File: src/rtl/mem_copy_engine_pkg.sv
// mem_copy_engine shared types and constants.
// State encoding, mode values and default bus widths.
package mem_copy_pkg;

  localparam int ADDR_W_DEF = 16;
  localparam int DATA_W_DEF = 16;
  localparam int LEN_W_DEF  = 9;

  localparam logic MODE_COPY = 1'b0;
  localparam logic MODE_FILL = 1'b1;

  typedef enum logic [2:0] {
    IDLE,
    RD,
    WR,
    FILL,
    DONE
  } state_e;

endpackage

File: src/rtl/mem_copy_engine_if.sv
// Command and memory-port bundle of the copy engine.
// master = engine side, slave = control path / memory side.
interface mem_copy_engine_if #(
  parameter int ADDR_W = mem_copy_pkg::ADDR_W_DEF,
  parameter int DATA_W = mem_copy_pkg::DATA_W_DEF,
  parameter int LEN_W  = mem_copy_pkg::LEN_W_DEF
);

  logic              start;
  logic              mode;
  logic [ADDR_W-1:0] src_addr;
  logic [ADDR_W-1:0] dst_addr;
  logic [LEN_W-1:0]  length;
  logic [DATA_W-1:0] fill_value;
  logic              busy;
  logic              done;
  logic              MemRead;
  logic              MemWrite;
  logic [ADDR_W-1:0] address;
  logic [DATA_W-1:0] write_data;
  logic [DATA_W-1:0] read_data;

  modport master (
    input  start, mode, src_addr, dst_addr,
    input  length, fill_value, read_data,
    output busy, done, MemRead, MemWrite,
    output address, write_data
  );

  modport slave (
    output start, mode, src_addr, dst_addr,
    output length, fill_value, read_data,
    input  busy, done, MemRead, MemWrite,
    input  address, write_data
  );

endinterface

File: src/rtl/mem_copy_engine.sv
// Block copy / block fill bus initiator for the data memory.
// Moore outputs; write data in WR passes the memory read port.
module mem_copy_engine
  import mem_copy_pkg::*;
#(
  parameter int ADDR_W = ADDR_W_DEF,
  parameter int DATA_W = DATA_W_DEF,
  parameter int LEN_W  = LEN_W_DEF
) (
  input  logic               clk,
  input  logic               rst,
  mem_copy_engine_if.master  bus
);

  state_e            state_q, state_d;
  logic [ADDR_W-1:0] src_q, src_d;
  logic [ADDR_W-1:0] dst_q, dst_d;
  logic [LEN_W-1:0]  rem_q, rem_d;
  logic [DATA_W-1:0] fill_q, fill_d;

  // State, pointers and latched command registers.
  always_ff @(posedge clk or posedge rst) begin
    if (rst) begin
      state_q <= IDLE;
      src_q   <= '0;
      dst_q   <= '0;
      rem_q   <= '0;
      fill_q  <= '0;
    end else begin
      state_q <= state_d;
      src_q   <= src_d;
      dst_q   <= dst_d;
      rem_q   <= rem_d;
      fill_q  <= fill_d;
    end
  end

  // Next state, command latch and pointer/count stepping.
  always_comb begin
    state_d = state_q;
    src_d   = src_q;
    dst_d   = dst_q;
    rem_d   = rem_q;
    fill_d  = fill_q;
    unique case (state_q)
      IDLE: begin
        if (bus.start) begin
          src_d  = bus.src_addr;
          dst_d  = bus.dst_addr;
          rem_d  = bus.length;
          fill_d = bus.fill_value;
          if (bus.length == '0)
            state_d = DONE;
          else if (bus.mode == MODE_FILL)
            state_d = FILL;
          else
            state_d = RD;
        end
      end
      RD: state_d = WR;
      WR: begin
        src_d   = src_q + ADDR_W'(1);
        dst_d   = dst_q + ADDR_W'(1);
        rem_d   = rem_q - LEN_W'(1);
        state_d = (rem_q == LEN_W'(1)) ? DONE : RD;
      end
      FILL: begin
        dst_d   = dst_q + ADDR_W'(1);
        rem_d   = rem_q - LEN_W'(1);
        state_d = (rem_q == LEN_W'(1)) ? DONE : FILL;
      end
      DONE: state_d = IDLE;
      default: state_d = IDLE;
    endcase
  end

  // Memory port and status decode from registered state.
  always_comb begin
    bus.busy       = 1'b0;
    bus.done       = 1'b0;
    bus.MemRead    = 1'b0;
    bus.MemWrite   = 1'b0;
    bus.address    = '0;
    bus.write_data = '0;
    unique case (state_q)
      RD: begin
        bus.busy    = 1'b1;
        bus.MemRead = 1'b1;
        bus.address = src_q;
      end
      WR: begin
        bus.busy       = 1'b1;
        bus.MemWrite   = 1'b1;
        bus.address    = dst_q;
        bus.write_data = bus.read_data;
      end
      FILL: begin
        bus.busy       = 1'b1;
        bus.MemWrite   = 1'b1;
        bus.address    = dst_q;
        bus.write_data = fill_q;
      end
      DONE: bus.done = 1'b1;
      default: ;
    endcase
  end

endmodule

File: src/flat_wrapper.sv
// flat-port wrapper written by rule: the top's interface ports become plain ports
module mem_copy_engine_flat import mem_copy_pkg::*;
#(
  parameter int ADDR_W = ADDR_W_DEF,
  parameter int DATA_W = DATA_W_DEF,
  parameter int LEN_W  = LEN_W_DEF
)
  (clk, rst, bus_start, bus_mode, bus_src_addr, bus_dst_addr, bus_length, bus_fill_value, bus_read_data, bus_busy, bus_done, bus_MemRead, bus_MemWrite, bus_address, bus_write_data);
  mem_copy_engine_if #(.ADDR_W(ADDR_W), .DATA_W(DATA_W), .LEN_W(LEN_W)) bus_i ();
  input  logic clk;
  input  logic rst;
  input wire logic [$bits(bus_i.start)-1:0] bus_start;
  input wire logic [$bits(bus_i.mode)-1:0] bus_mode;
  input wire logic [$bits(bus_i.src_addr)-1:0] bus_src_addr;
  input wire logic [$bits(bus_i.dst_addr)-1:0] bus_dst_addr;
  input wire logic [$bits(bus_i.length)-1:0] bus_length;
  input wire logic [$bits(bus_i.fill_value)-1:0] bus_fill_value;
  input wire logic [$bits(bus_i.read_data)-1:0] bus_read_data;
  output wire logic [$bits(bus_i.busy)-1:0] bus_busy;
  output wire logic [$bits(bus_i.done)-1:0] bus_done;
  output wire logic [$bits(bus_i.MemRead)-1:0] bus_MemRead;
  output wire logic [$bits(bus_i.MemWrite)-1:0] bus_MemWrite;
  output wire logic [$bits(bus_i.address)-1:0] bus_address;
  output wire logic [$bits(bus_i.write_data)-1:0] bus_write_data;
  assign bus_i.start = bus_start;
  assign bus_i.mode = bus_mode;
  assign bus_i.src_addr = bus_src_addr;
  assign bus_i.dst_addr = bus_dst_addr;
  assign bus_i.length = bus_length;
  assign bus_i.fill_value = bus_fill_value;
  assign bus_i.read_data = bus_read_data;
  assign bus_busy = bus_i.busy;
  assign bus_done = bus_i.done;
  assign bus_MemRead = bus_i.MemRead;
  assign bus_MemWrite = bus_i.MemWrite;
  assign bus_address = bus_i.address;
  assign bus_write_data = bus_i.write_data;
  mem_copy_engine #(.ADDR_W(ADDR_W), .DATA_W(DATA_W), .LEN_W(LEN_W)) u_core (.clk(clk), .rst(rst), .bus(bus_i));
endmodule
File: config.mk
export PLATFORM = sky130hd
export DESIGN_NAME = mem_copy_engine_flat
export DESIGN_NICKNAME = d
export VERILOG_FILES = /design/src/rtl/mem_copy_engine_pkg.sv /design/src/rtl/mem_copy_engine_if.sv /design/src/rtl/mem_copy_engine.sv /design/src/flat_wrapper.sv
export SDC_FILE = /design/constraint.sdc
export NUM_CORES = 1
export LEC_CHECK = 0
export ABC_AREA = 0
export BUFFER_PORTS_ARGS = -buffer_cell sky130_fd_sc_hd__buf_2
export CAP_MARGIN = 20
export CORE_MARGIN = 4
export CORE_UTILIZATION = 48
export CTS_BUF_LIST = sky130_fd_sc_hd__clkbuf_2
export DETAILED_ROUTE_END_ITERATION = 10
export PLACE_DENSITY_LB_ADDON = 0.05
export SYNTH_ARGS = -nofsm -noshare
export SYNTH_HDL_FRONTEND = slang
export SYNTH_SLANG_ARGS = --single-unit
export TNS_END_PERCENT = 100
File: constraint.sdc
create_clock -name clk -period 1.9 [get_ports clk]
set_input_delay 0.38 -clock clk [delete_from_list [all_inputs] [get_ports clk]]
set_output_delay 0.38 -clock clk [all_outputs]
set_load 0.1 [all_outputs]
==> metrics.md <==
| Metric | Value |
|---|---|
| Met3 usage | `5.92%` |
| Synthesis-to-layout area growth | `70.5%` |
| Worst Skew | `0.0190 ns` |
| Synth async-reset ratio | `100%` |
| DR vias/cell | `approximately 6.1` |
| Final count of pins violating max slew | `0` |
| #FFs+latches synth | `60` |
| Final worst slack | `-0.372 ns` |
| Post-synth top area share | `41.2%` |
| Die width | `about 95 um` |
| Average routed wire per standard cell | `20.3 um` |
| Multi-input logic area | `2610 um^2` |
| Core Area | `7330 um^2` |
| DR iter-0 viols | `341` |
| H-Tree Depth | `3` |
| Most common cell after layout, fill and taps aside | `nand2_1` |
| Grt peak-use layer | `met2` |
| CTS max path bufs | `2` |
| Maxcap violations | `0` |
| Startpoint types | `register` |
| GR Overflow Total | `0` |
| WL final | `14.0 mm` |
| Synth Net Count | `507` |
| Failing checks | `setup timing` |
| Placer Congestion | `around 0.92` |
| Commonest cells after routing, fill and taps aside | `nand2_1, buf_2, dfrtp_1` |
| Highest Clock Rate | `440 MHz` |
| Crit-path max FO | `8` |
| Leading register cell type out of synthesis | `dfrtp_1` |
| R2r setup slk | `-0.11 ns` |
| IO buf count | `112` |
| Worst Path Required | `1.52 ns` |
| FF+latch area | `1500 um^2` |
| TritonCTS clock tree | `built` |
| Number of global-route vias before repair | `3,947` |
| Crit Path Category | `reg -> out` |
| Via count | `4,221` |
| Register area share after synthesis | `41.2%` |
| RSZ-0062 raised after global routing | `true` |
| Top post-synthesis cells by area | `dfrtp_1, nand2_1, mux2i_1` |
| DP Wirelength | `8.49 mm` |
| TritonCTS buffer count | `9` |
| Worst hold path class | `in -> reg` |
| DR pass1 iterations | `7` |
| Setup WS pre-CTS | `0.0428 ns` |
| Layout Nets | `about 670` |
| Initial antenna violation count | `0` |
| Hold Path Origin | `bus_fill_value[6]` |
| Die H | `95.2 um` |
| Clock sinks | `60` |
| First-pass GRT wire length | `19.1 mm` |
| Synthesized area | `roughly 3600 um^2` |
| Pin count of the biggest net entering global routing | `32` |
| Mapped Cells | `426` |
| Share of layout cells above drive strength 1 | `between 40 and 50%` |
| FILL cells | `slightly below 400` |
| Setup violators final | `55` |
| Root Driver | `clkbuf_2` |
| Met2 Track Usage GR | `45.7%` |
| Period utilization | `120%` |
| Synth unique cells | `62` |
| Worst-Margin Slew | `0.493 ns` |
| Crit end category | `primary output` |
| Die ar. | `9060 um^2` |
| Status | `finished, violations left` |
| Clock transition at path regs | `between 0.15 and 0.2 ns` |
| Worst relative slew slack | `66.8%` |
| Worst Path Arrival | `roughly 1.9 ns` |
| Remaining DRCs | `0` |
| I/O pin total | `113` |
| Period minus WS final | `2.27 ns` |
| DRT antenna net count | `0` |
| Mapped Avg Cell Area | `around 8.6 um^2` |
| N_diodes | `0` |
| Later-pin clock latency in the skew report | `~0.48 ns` |
| Gr usage total | `26.9%` |
| Leading area contributor after synthesis | `dfrtp_1` |
| R2R Path Start | `u_core.state_q[1]$_DFFE_PP0P_` |
| M1 GR Usage | `34.4%` |
| Final hold viol count | `0` |
| Row cnt | `31` |
| Synth Warn # | `0` |
| Effective utilization at floorplan | `~50%` |
| Number of synthesized flops with an enable pin | `0` |
| CP startpoint | `u_core.state_q[1]$_DFFE_PP0P_` |
==> metal layers <==
metal / vias to the layer above / part of all wire (%)
met4: 0 / 2.9
li1: 1888 / -
met1: 2056 / 38
met5: - / 0
met2: 235 / 51
met3: 42 / 7.6
==> layout make-up <==
| type | instances | share of cell area (%) |
|---|---|---|
| Timing Repair Buffer | 175 | 29.8 |
| Clock buffer | 12 | 0.966 |
| Inverter | 9 | 0.563 |
| Sequential cell | 60 | 24.1 |
| Clock inverter | 3 | 0.624 |
| Tap cell | 99 | 1.99 |
| Multi-Input combinational cell | 331 | 41.9 |
==> worst paths after layout <==
path,end,cells after the start
worst max-delay path,bus_address[0],6
worst max register to register,u_core.src_q[9]$_DFFE_PP0P_,8
max in group asynchronous,u_core.src_q[15]$_DFFE_PP0P_,4
worst min-delay path,u_core.fill_q[6]$_DFFE_PP0P_,3
worst min register to register,u_core.rem_q[8]$_DFFE_PP0P_,1
min in group asynchronous,u_core.dst_q[1]$_DFFE_PP0P_,3
==> sequential cells by signal, summed over array words and instances (netlist names) <==
register and count:
u_core.dst_q 16, u_core.fill_q 16, u_core.rem_q 9, u_core.src_q 16, u_core.state_q 3
==> metrics by stage <==
step / TNS (ns) / cell area [um^2] / utilization, % / cells / hold slack, ns
after floorplan: -1.66 / 3910 / - / 426 / 0.445
after global placement: 0 / 5280 / 72.0 / 644 / 0.406
after detailed placement: 0 / 5280 / 72.0 / 644 / 0.416
after CTS: -11.51 / 5760 / 78.5 / 671 / 0.0566
after global routing: -17.37 / 6220 / 84.8 / 689 / 0.0293
final: -10.78 / 6220 / 84.8 / 689 / 0.0711
==> cells in the mapped netlist, types with 3 or more instances <==
master / instances
nand2_1: 91
dfrtp_1: 60
nor2_1: 42
nand3_1: 20
mux2i_1: 18
a21oi_1: 15
nand4_1: 12
a22o_1: 11
nor3_1: 10
clkbuf_1: 9
o211ai_1: 9
o22ai_1: 9
buf_2: 8
inv_1: 8
o21ai_0: 8
and3_1: 7
nor4_1: 6
o311ai_1: 5
a211oi_1: 4
a221o_1: 4
a31oi_1: 4
ha_1: 4
o21ai_1: 4
a21o_1: 3
buf_1: 3
buf_4: 3
buf_6: 3
o31a_1: 3
or3_1: 3
==> cell families after synthesis <==
kind of cell / Yosys count / synth area share [%]
AO/OA/AOI/OAI: 94 / 18.4
flip-flops: 60 / 41.2
AND/OR/NAND/NOR: 214 / 29.0
adder cells (fa/ha/maj): 4 / 1.37
multiplexers: 19 / 5.25
buffers and inverters: 35 / 4.80
==> critical path, cell delays in order, from the launching register on <==
cell and delay, ns:
dfrtp_1 0.45, buf_6 0.14, nor3b_4 0.24, buf_6 0.22, nand2_4 0.07, o21ai_4 0.08
buf_12 0.20
==> timing repair <==
action	CTS	global route
cloned	2	6
resized for setup	51	52
pin swaps	3	23
endpoints found under the hold margin	16	0
setup endpoints to repair	36	79
hold buffers	1	0
buffers inserted	9	14
Power is left out: the tool's default activity adds up to more than one toggle a clock period on the data nets, which glitch-free logic cannot reach.
